File: src/rtl/dnn_batch_ctrl.sv
// dnn_batch_ctrl: run controller for the fixed-point DNN inference engine.
// It sequences next_tc / dnn_start / dnn_done / dnn_reset for every test
// case of a batch and scores each case with a 1-based argmax against the
// expected label, accumulating hit and test-case counts.
// Optional build macro: DNN_WAIT_TIMEOUT_EN. When defined, a WAIT-state
// timeout of TIMEOUT_CYCLES sets the sticky err flag and scores the case
// as a miss. When it is not defined, err is tied to 0.
module dnn_batch_ctrl #(
   parameter int DATA_WIDTH     = 8,
   parameter int NUM_OUT        = 10,
   parameter int NUM_TC         = 5000,
   parameter int CNT_WIDTH      = 16,
   parameter int Y_WIDTH        = 4,
   parameter int TIMEOUT_CYCLES = 65535
) (
   input  logic                          clk,
   input  logic                          rst,
   input  logic                          go,
   output logic                          busy,
   output logic                          next_tc,
   output logic                          dnn_start,
   output logic                          dnn_reset,
   input  logic                          dnn_done,
   input  logic [DATA_WIDTH*NUM_OUT-1:0] dnn_out,
   input  logic [Y_WIDTH-1:0]            exp_y,
   output logic [CNT_WIDTH-1:0]          hit_cnt,
   output logic [CNT_WIDTH-1:0]          tc_cnt,
   output logic [Y_WIDTH-1:0]            last_pred,
   output logic                          batch_done,
   output logic                          err
);

   localparam int IDX_W = (NUM_OUT > 1) ? $clog2(NUM_OUT) : 1;

   typedef enum logic [2:0] {
      S_IDLE, S_NEXT, S_START, S_WAIT, S_SCAN, S_SCORE, S_RST, S_FIN
   } state_t;

   state_t state_reg, state_next;

   // registered output pulses and their combinational next values
   logic busy_reg, next_tc_reg, dnn_start_reg, dnn_reset_reg, batch_done_reg;
   logic busy_next, next_tc_next, dnn_start_next, dnn_reset_next, batch_done_next;

   // datapath registers
   logic                          done_q;
   logic [DATA_WIDTH*NUM_OUT-1:0] snap_reg;
   logic signed [DATA_WIDTH-1:0]  max_conf_reg;
   logic [Y_WIDTH-1:0]            max_idx_reg;
   logic [IDX_W-1:0]              scan_idx_reg;
   logic [CNT_WIDTH-1:0]          hit_cnt_reg, tc_cnt_reg;
   logic [Y_WIDTH-1:0]            last_pred_reg;

   logic                          done_edge;
   logic                          timeout_hit;
   logic signed [DATA_WIDTH-1:0]  scan_elem;
   logic [Y_WIDTH-1:0]            cand_idx;

   // a fresh rising edge of dnn_done is required; a level held from before is ignored
   assign done_edge = dnn_done & ~done_q;
   // the snapshot shifts down one element per SCAN cycle, so element i sits at the bottom in cycle i
   assign scan_elem = snap_reg[DATA_WIDTH-1:0];
   assign cand_idx  = Y_WIDTH'(scan_idx_reg) + Y_WIDTH'(1);

   // saturating increment shared by both counters
   function automatic logic [CNT_WIDTH-1:0] sat_inc(input logic [CNT_WIDTH-1:0] v);
      return (&v) ? v : v + CNT_WIDTH'(1);
   endfunction

`ifdef DNN_WAIT_TIMEOUT_EN
   localparam int TO_W = (TIMEOUT_CYCLES > 1) ? $clog2(TIMEOUT_CYCLES + 1) : 1;

   logic [TO_W-1:0] wait_cnt_reg;
   logic            err_reg;

   // counter value k-1 in the k-th WAIT cycle, so the limit fires in cycle TIMEOUT_CYCLES
   assign timeout_hit = (state_reg == S_WAIT) && !done_edge &&
                        (wait_cnt_reg == TO_W'(TIMEOUT_CYCLES - 1));
   assign err = err_reg;

   // WAIT cycle counter (cleared on entry) and sticky timeout flag (cleared by go)
   always_ff @(posedge clk or negedge rst) begin
      if (!rst) begin
         wait_cnt_reg <= '0;
         err_reg      <= 1'b0;
      end else begin
         if (state_reg == S_START)
            wait_cnt_reg <= '0;
         else if (state_reg == S_WAIT)
            wait_cnt_reg <= wait_cnt_reg + TO_W'(1);
         if (state_reg == S_IDLE && go)
            err_reg <= 1'b0;
         else if (timeout_hit)
            err_reg <= 1'b1;
      end
   end
`else
   assign timeout_hit = 1'b0;
   assign err         = 1'b0;
`endif

   // state register plus registered output pulses
   always_ff @(posedge clk or negedge rst) begin
      if (!rst) begin
         state_reg      <= S_IDLE;
         busy_reg       <= 1'b0;
         next_tc_reg    <= 1'b0;
         dnn_start_reg  <= 1'b0;
         dnn_reset_reg  <= 1'b0;
         batch_done_reg <= 1'b0;
      end else begin
         state_reg      <= state_next;
         busy_reg       <= busy_next;
         next_tc_reg    <= next_tc_next;
         dnn_start_reg  <= dnn_start_next;
         dnn_reset_reg  <= dnn_reset_next;
         batch_done_reg <= batch_done_next;
      end
   end

   // next-state logic
   always_comb begin
      state_next = state_reg;
      case (state_reg)
         S_IDLE:  if (go) state_next = (NUM_TC == 0) ? S_FIN : S_NEXT;
         S_NEXT:  state_next = S_START;
         S_START: state_next = S_WAIT;
         S_WAIT: begin
            if (done_edge)
               state_next = S_SCAN;
            else if (timeout_hit)
               state_next = S_RST;
         end
         S_SCAN:  if (scan_idx_reg == IDX_W'(NUM_OUT - 1)) state_next = S_SCORE;
         S_SCORE: state_next = S_RST;
         S_RST:   state_next = (tc_cnt_reg == CNT_WIDTH'(NUM_TC)) ? S_FIN : S_NEXT;
         S_FIN:   state_next = S_IDLE;
         default: state_next = S_IDLE;
      endcase
   end

   // outputs decoded from the next state so the registered pulses line up with their states
   always_comb begin
      busy_next       = (state_next != S_IDLE);
      next_tc_next    = (state_next == S_NEXT);
      dnn_start_next  = (state_next == S_START);
      dnn_reset_next  = (state_next == S_RST);
      batch_done_next = (state_next == S_FIN);
   end

   // snapshot, argmax scan and scoring datapath
   always_ff @(posedge clk or negedge rst) begin
      if (!rst) begin
         done_q        <= 1'b0;
         snap_reg      <= '0;
         max_conf_reg  <= '0;
         max_idx_reg   <= '0;
         scan_idx_reg  <= '0;
         hit_cnt_reg   <= '0;
         tc_cnt_reg    <= '0;
         last_pred_reg <= '0;
      end else begin
         done_q <= dnn_done;
         case (state_reg)
            S_IDLE: begin
               if (go) begin
                  hit_cnt_reg   <= '0;
                  tc_cnt_reg    <= '0;
                  last_pred_reg <= '0;
               end
            end
            S_WAIT: begin
               if (done_edge) begin
                  snap_reg     <= dnn_out;
                  max_conf_reg <= '0;
                  max_idx_reg  <= '0;
                  scan_idx_reg <= '0;
               end else if (timeout_hit) begin
                  last_pred_reg <= '0;
                  tc_cnt_reg    <= sat_inc(tc_cnt_reg);
               end
            end
            S_SCAN: begin
               // strict compare keeps the lowest index on ties and 0 when nothing is positive
               if (scan_elem > max_conf_reg) begin
                  max_conf_reg <= scan_elem;
                  max_idx_reg  <= cand_idx;
               end
               snap_reg     <= snap_reg >> DATA_WIDTH;
               scan_idx_reg <= scan_idx_reg + IDX_W'(1);
            end
            S_SCORE: begin
               last_pred_reg <= max_idx_reg;
               if (max_idx_reg == exp_y)
                  hit_cnt_reg <= sat_inc(hit_cnt_reg);
               tc_cnt_reg <= sat_inc(tc_cnt_reg);
            end
            default: ;
         endcase
      end
   end

   assign busy       = busy_reg;
   assign next_tc    = next_tc_reg;
   assign dnn_start  = dnn_start_reg;
   assign dnn_reset  = dnn_reset_reg;
   assign batch_done = batch_done_reg;
   assign hit_cnt    = hit_cnt_reg;
   assign tc_cnt     = tc_cnt_reg;
   assign last_pred  = last_pred_reg;

endmodule

File: config.mk
export PLATFORM = sky130hd
export DESIGN_NAME = dnn_batch_ctrl
export DESIGN_NICKNAME = d
export VERILOG_FILES = /design/src/rtl/dnn_batch_ctrl.sv
export SDC_FILE = /design/constraint.sdc
export NUM_CORES = 1
export LEC_CHECK = 0
export ABC_AREA = 1
export CAP_MARGIN = 30
export CORE_ASPECT_RATIO = 0.75
export CORE_MARGIN = 2
export CORE_UTILIZATION = 27
export CTS_CLUSTER_DIAMETER = 30
export DETAILED_ROUTE_END_ITERATION = 12
export PLACE_DENSITY = 0.47
export SLEW_MARGIN = 5
export SYNTH_ARGS = -nofsm -noshare
export SYNTH_HDL_FRONTEND = slang
export SYNTH_SLANG_ARGS = --single-unit
File: constraint.sdc
create_clock -name clk -period 2.2 [get_ports clk]
set_input_delay 0.44 -clock clk [delete_from_list [all_inputs] [get_ports clk]]
set_output_delay 0.44 -clock clk [all_outputs]
set_load 0.005 [all_outputs]
# Word-level counts from Yosys, hierarchy flattened
# Cells that the tools add are included.
[op_classes]
addsub = 3
n_lt_le_gt_ge = 1
n_eq_ne = 20
muxes = 22
bitwise = 2
n_reduce_logical = 11
[op_table]
columns = ["op", "count"]
rows = [
  ["$pmux W80 S2", 1],
  ["$mux W80", 1],
  ["$mux W16", 4],
  ["$pmux W16 S2", 2],
  ["$add A16 B1 Y16 const B", 2],
  ["$reduce_and A16 Y1", 2],
  ["$pmux W3 S8", 1],
  ["$pmux W4 S2", 3],
  ["$eq A3 B3 Y1 const B", 6],
  ["$eq A16 B13 Y1 const B", 1],
  ["$mux W8", 2],
  ["$pmux W8 S2", 1],
  ["$mux W3", 4],
  ["$mux W4", 3],
  ["$ne A2 B2 Y1 const B", 6],
  ["$eq A3 B2 Y1 const B", 3],
  ["$gt A8 B8 Y1", 1],
  ["$eq A3 B1 Y1 const B", 2],
  ["$reduce_and A3 Y1", 2],
  ["$add A4 B1 Y4 const B", 1],
  ["$eq A4 B4 Y1", 1],
  ["$eq A4 B4 Y1 const B", 1],
  ["$reduce_and A2 Y1", 2],
  ["$reduce_and A4 Y1", 1],
  ["other kinds (5)", 6],
]
[word_totals]
ff_bits = 141
inputBits = 88
out_inout_bits = 42
wordCells = 73

# Depth between registers and ports, before layout
[depth]
ltp_word = 5
depth_mapped = 15

# Worst setup path after synthesis
# OpenSTA, ideal clock, no wires.
[synth_timing]
path_type = "flip-flop to flip-flop"
start = "register snap_reg[7]"
end = "register max_conf_reg[0]"
setup_time_ns = 0.066
arrival_time_ns = 1.606
required_ns = 2.134
setup_slack_ns = 0.528
stages_incl_launch_ff = 9
cell_sequence = "dfrtp_1 > ha_1 > a21o_1 > nor2_1 > nand3_1 > nand3_1 > clkbuf_1 > nand3_1 > nand2_1"
[synth_between]
elab_chain_len = 3
[synth_lines]
columns = ["element", "line_no", "text"]
rows = [
  ["from (decl)", "47", "logic [DATA_WIDTH*NUM_OUT-1:0] snap_reg;"],
  ["from (signal assigned)", "174", "snap_reg <= dnn_out;"],
  ["from (signal assigned)", "189", "snap_reg <= snap_reg >> DATA_WIDTH;"],
  ["$gt A8 B8 Y1", "185", "if (scan_elem > max_conf_reg) begin"],
  ["$ne A2 B2 Y1 (no source line)", "--", ""],
  ["$reduce_and A3 Y1 (no source line)", "--", ""],
  ["to (signal assigned)", "186", "max_conf_reg <= scan_elem;"],
  ["to (decl)", "48", "logic signed [DATA_WIDTH-1:0] max_conf_reg;"],
]
# No other way between the ends.
# A chain may end at the register's enable or synchronous reset.

# Final worst setup path
[layout_timing]
start = "register tc_cnt_reg[2] (netlist: tc_cnt[2])"
end = "output port tc_cnt[2]"
[layout_lines]
columns = ["element", "line_no", "text"]
rows = [
  ["from (decl)", "51", "logic [CNT_WIDTH-1:0] hit_cnt_reg, tc_cnt_reg;"],
  ["from (signal assigned)", "180", "tc_cnt_reg <= sat_inc(tc_cnt_reg);"],
  ["from (signal assigned)", "196", "tc_cnt_reg <= sat_inc(tc_cnt_reg);"],
  ["to (decl)", "27", "output logic [CNT_WIDTH-1:0] tc_cnt,"],
]
# No word-level cell between the ends.

==> flow_summary_export.csv <==
group,metric,value,unit
yosys,yosys.cell_types.count,32,
yosys,netlist_instances,813,
timing,finalHoldViolations,0,
timing,tightest_slew,0.557,ns
routing,via_count,5853,
clock_tree,cts_root_buffer,"clkbuf_16",
worst_setup_path,crit_family,"buffers and inverters",
die,die_y,142,um
routing,ant_nets,0,
routing,firstDrtPassIters,5,
grt,grt_max_degree,72,
routing,routed_wl,19300,um
timing,relSlewSlack,62.9,%
timing,fin_ws,0.285,ns
die,num_rows,50,
routing,avgViaCountPerCell,4.52,
die,core_area,24800,um^2
place,dp_slack,0.147,ns
timing,fin_setup_tns,0,ns
clock_tree,cts_made_buffers,17,
worst_setup_path,worst_setup_path_end_kind,"primary output",
worst_setup_path,reg2reg_slack,0.31,ns
job,maxCapViolations,0,
yosys,synth_nets,914,
yosys,synthArstFlopShare,100,%
routing,drc,0,
clock_tree,insertion_delay,0.42,ns
timing,min_period_over_period,87.0,%
worst_setup_path,critical_path_class,"flop to primary output",
routing,drt_iter0_markers,409,
final_layout,final_cell_mix,"189 x nor2_1, 147 x nand2_1, 141 x dfrtp_1",
final_layout,drive_above_1_share,8.35,%
timing,timing.fmax,522,MHz
worst_setup_path,crit_buf_inv,1,
final_layout,synthToLayoutAreaGrowth,34.4,%
worst_setup_path,start_kind,"flop",
final_layout,seq_area,3530,um^2
yosys,mappedNetlistArea,6810,um^2
die,initial_utilization,27.4,%
yosys,syn_area_per_cell,8.38,um^2
clock_tree,post_cts_resized,0,
yosys,synth-edff-count,0,
grt,grt_pass1_vias,5683,
clock_tree,cts_max_level,4,
die,die_area,26500,um^2
die,pin_count,130,
grt,grt_use_total,14.9,%
final_layout,nNetsFinal,1046,
yosys,synthTopCellsByArea,"dfrtp_1 52%, nor2_1 10%, nand2_1 8.1%",
worst_setup_path,cpPeakStageDelay,0.56,ns
final_layout,num-fill-cells,2633,
place,place.gp.congestion,0.837,
worst_setup_path,critPathSlowestCell,"clkdlybuf4s50_1",
final_layout,multi_input_area,2900,um^2
clock_tree,cts.sinks,141,
final_layout,largest_register_ffs,80,
yosys,yosysSeqAreaShare,51.8,%
die,die_w,187,um
run_status,status,"finished, final reports clean",
place,io_buffers,128,
yosys,ys_ff_latch,141,
yosys,yosysTopAreaCell,"dfrtp_1",
place,dpl.hpwl,13600,um
grt,grt_pass1_wl,31000,um
worst_setup_path,crit_chain,"clkdlybuf4s50_1",
clock_tree,clockBufferDepth,2,
clock_tree,cts_tree,"done",
timing,period_needed,1.91,ns
pwr,p_leak,0.00385,uW
yosys,synth_top_area_share,51.8,%
pwr,ir_worst_vdd,528,uV
worst_setup_path,cp.arrival,1.47,ns
worst_setup_path,cp_data_required_time,1.76,ns
timing,rsz0062_at_grt,"false",
timing,clock_skew,0.00968,ns
pwr,powerDensity,1100,nW/um^2
grt,overflow,0,
grt,antenna_found_initial,0,
final_layout,antenna-diode-count,0,
routing,detail_route.wl_per_cell,14.9,um
hold_path,hold_path.class,"flop to flop",
final_layout,final_common_cell,"nor2_1",
worst_setup_path,cp_max_fo,7,
yosys,yosysWarnings,0,
timing,slew_violations,0,
clock_tree,clk_pin_slew_worst_paths,0.06,ns
yosys,synth_ff_type,"dfrtp_1",
timing,setup_viol,0,
==> worst paths after layout <==
kind                              start  depth (start not counted)      endpoint
setup / recovery              tc_cnt[2]                          1     tc_cnt[2]
hold / removal             snap_reg[73]                          1  snap_reg[73]
setup reg to reg             hit_cnt[0]                          9    hit_cnt[0]
hold reg to reg            snap_reg[73]                          1  snap_reg[73]
max in group asynchronous           rst                          3     dnn_start
min in group asynchronous           rst                          2    tc_cnt[10]
==> synth_stat cells, drive strengths merged (2+ instances only) <==
cell and n:
a21oi 14, a32o 8, inv 53, xor2 15
nor3 15, ha 13, nand2 154, nor3b 2
buf 26, nand3 44, nor2 197, clkbuf 10
a31o 2, xnor2 8, o21ai 16, or2 3
o22ai 76, nand4 12, dfrtp 141
==> power by group <==
| part | total (uW) | leakage (uW) | internal [uW] | switching [uW] |
|---|---|---|---|---|
| Sequential | 4190 | 0.00173 | 3520 | 668 |
| Clock | 2960 | 0.000284 | 1710 | 1250 |
| Combinational | 2920 | 0.00184 | 1280 | 1640 |
| Total | 10100 | 0.00385 | 6510 | 3560 |
==> cells by family after synthesis <==
family | synth area share [%]
simple gates | 26.2
flops | 51.8
xor+xnor | 2.96
buf+inv | 5.71
compound gates | 10.8
other cells | 0.0551
fa+ha+maj | 2.39
==> final cells by class <==
type,instances,area share (%)
Inverter,53,2.17
Clock buffer,17,4.65
Timing Repair Buffer,149,16.3
Multi-Input combinational cell,583,31.7
Sequential cell,141,38.6
Clock inverter,15,1.96
Tap cell,338,4.62
==> per-stage QoR <==
stage / area, um^2 / util [%] / power [uW] / cells / hold WS [ns]
final: 9150 / 36.8 / 10100 / 1296 / 0.491
after global routing: 9150 / 36.8 / 10800 / 1296 / 0.482
after CTS: 9150 / 36.8 / 10200 / 1296 / 0.477
after detailed placement: 8530 / 34.4 / 7200 / 1263 / 0.424
after global placement: 8530 / 34.4 / 7150 / 1263 / 0.422
after floorplan: 6810 / - / 6040 / 813 / 0.144
==> layer usage <==
layer | track usage, % | part of all wire, % | up-vias
met5 | 0 | 0 | -
met4 | 3.85 | 0.78 | 0
met3 | 3.14 | 4.4 | 10
met2 | 20.6 | 41 | 125
met1 | 23.2 | 54 | 2751
li1 | - | - | 2967
==> timing repair <==
action	CTS	global route
endpoints found under the hold margin	43	0
setup buffers	0	0
endpoints found under the setup margin	0	0
hold buffers	1	0
Note: power is estimated with default switching activity, not from simulation.
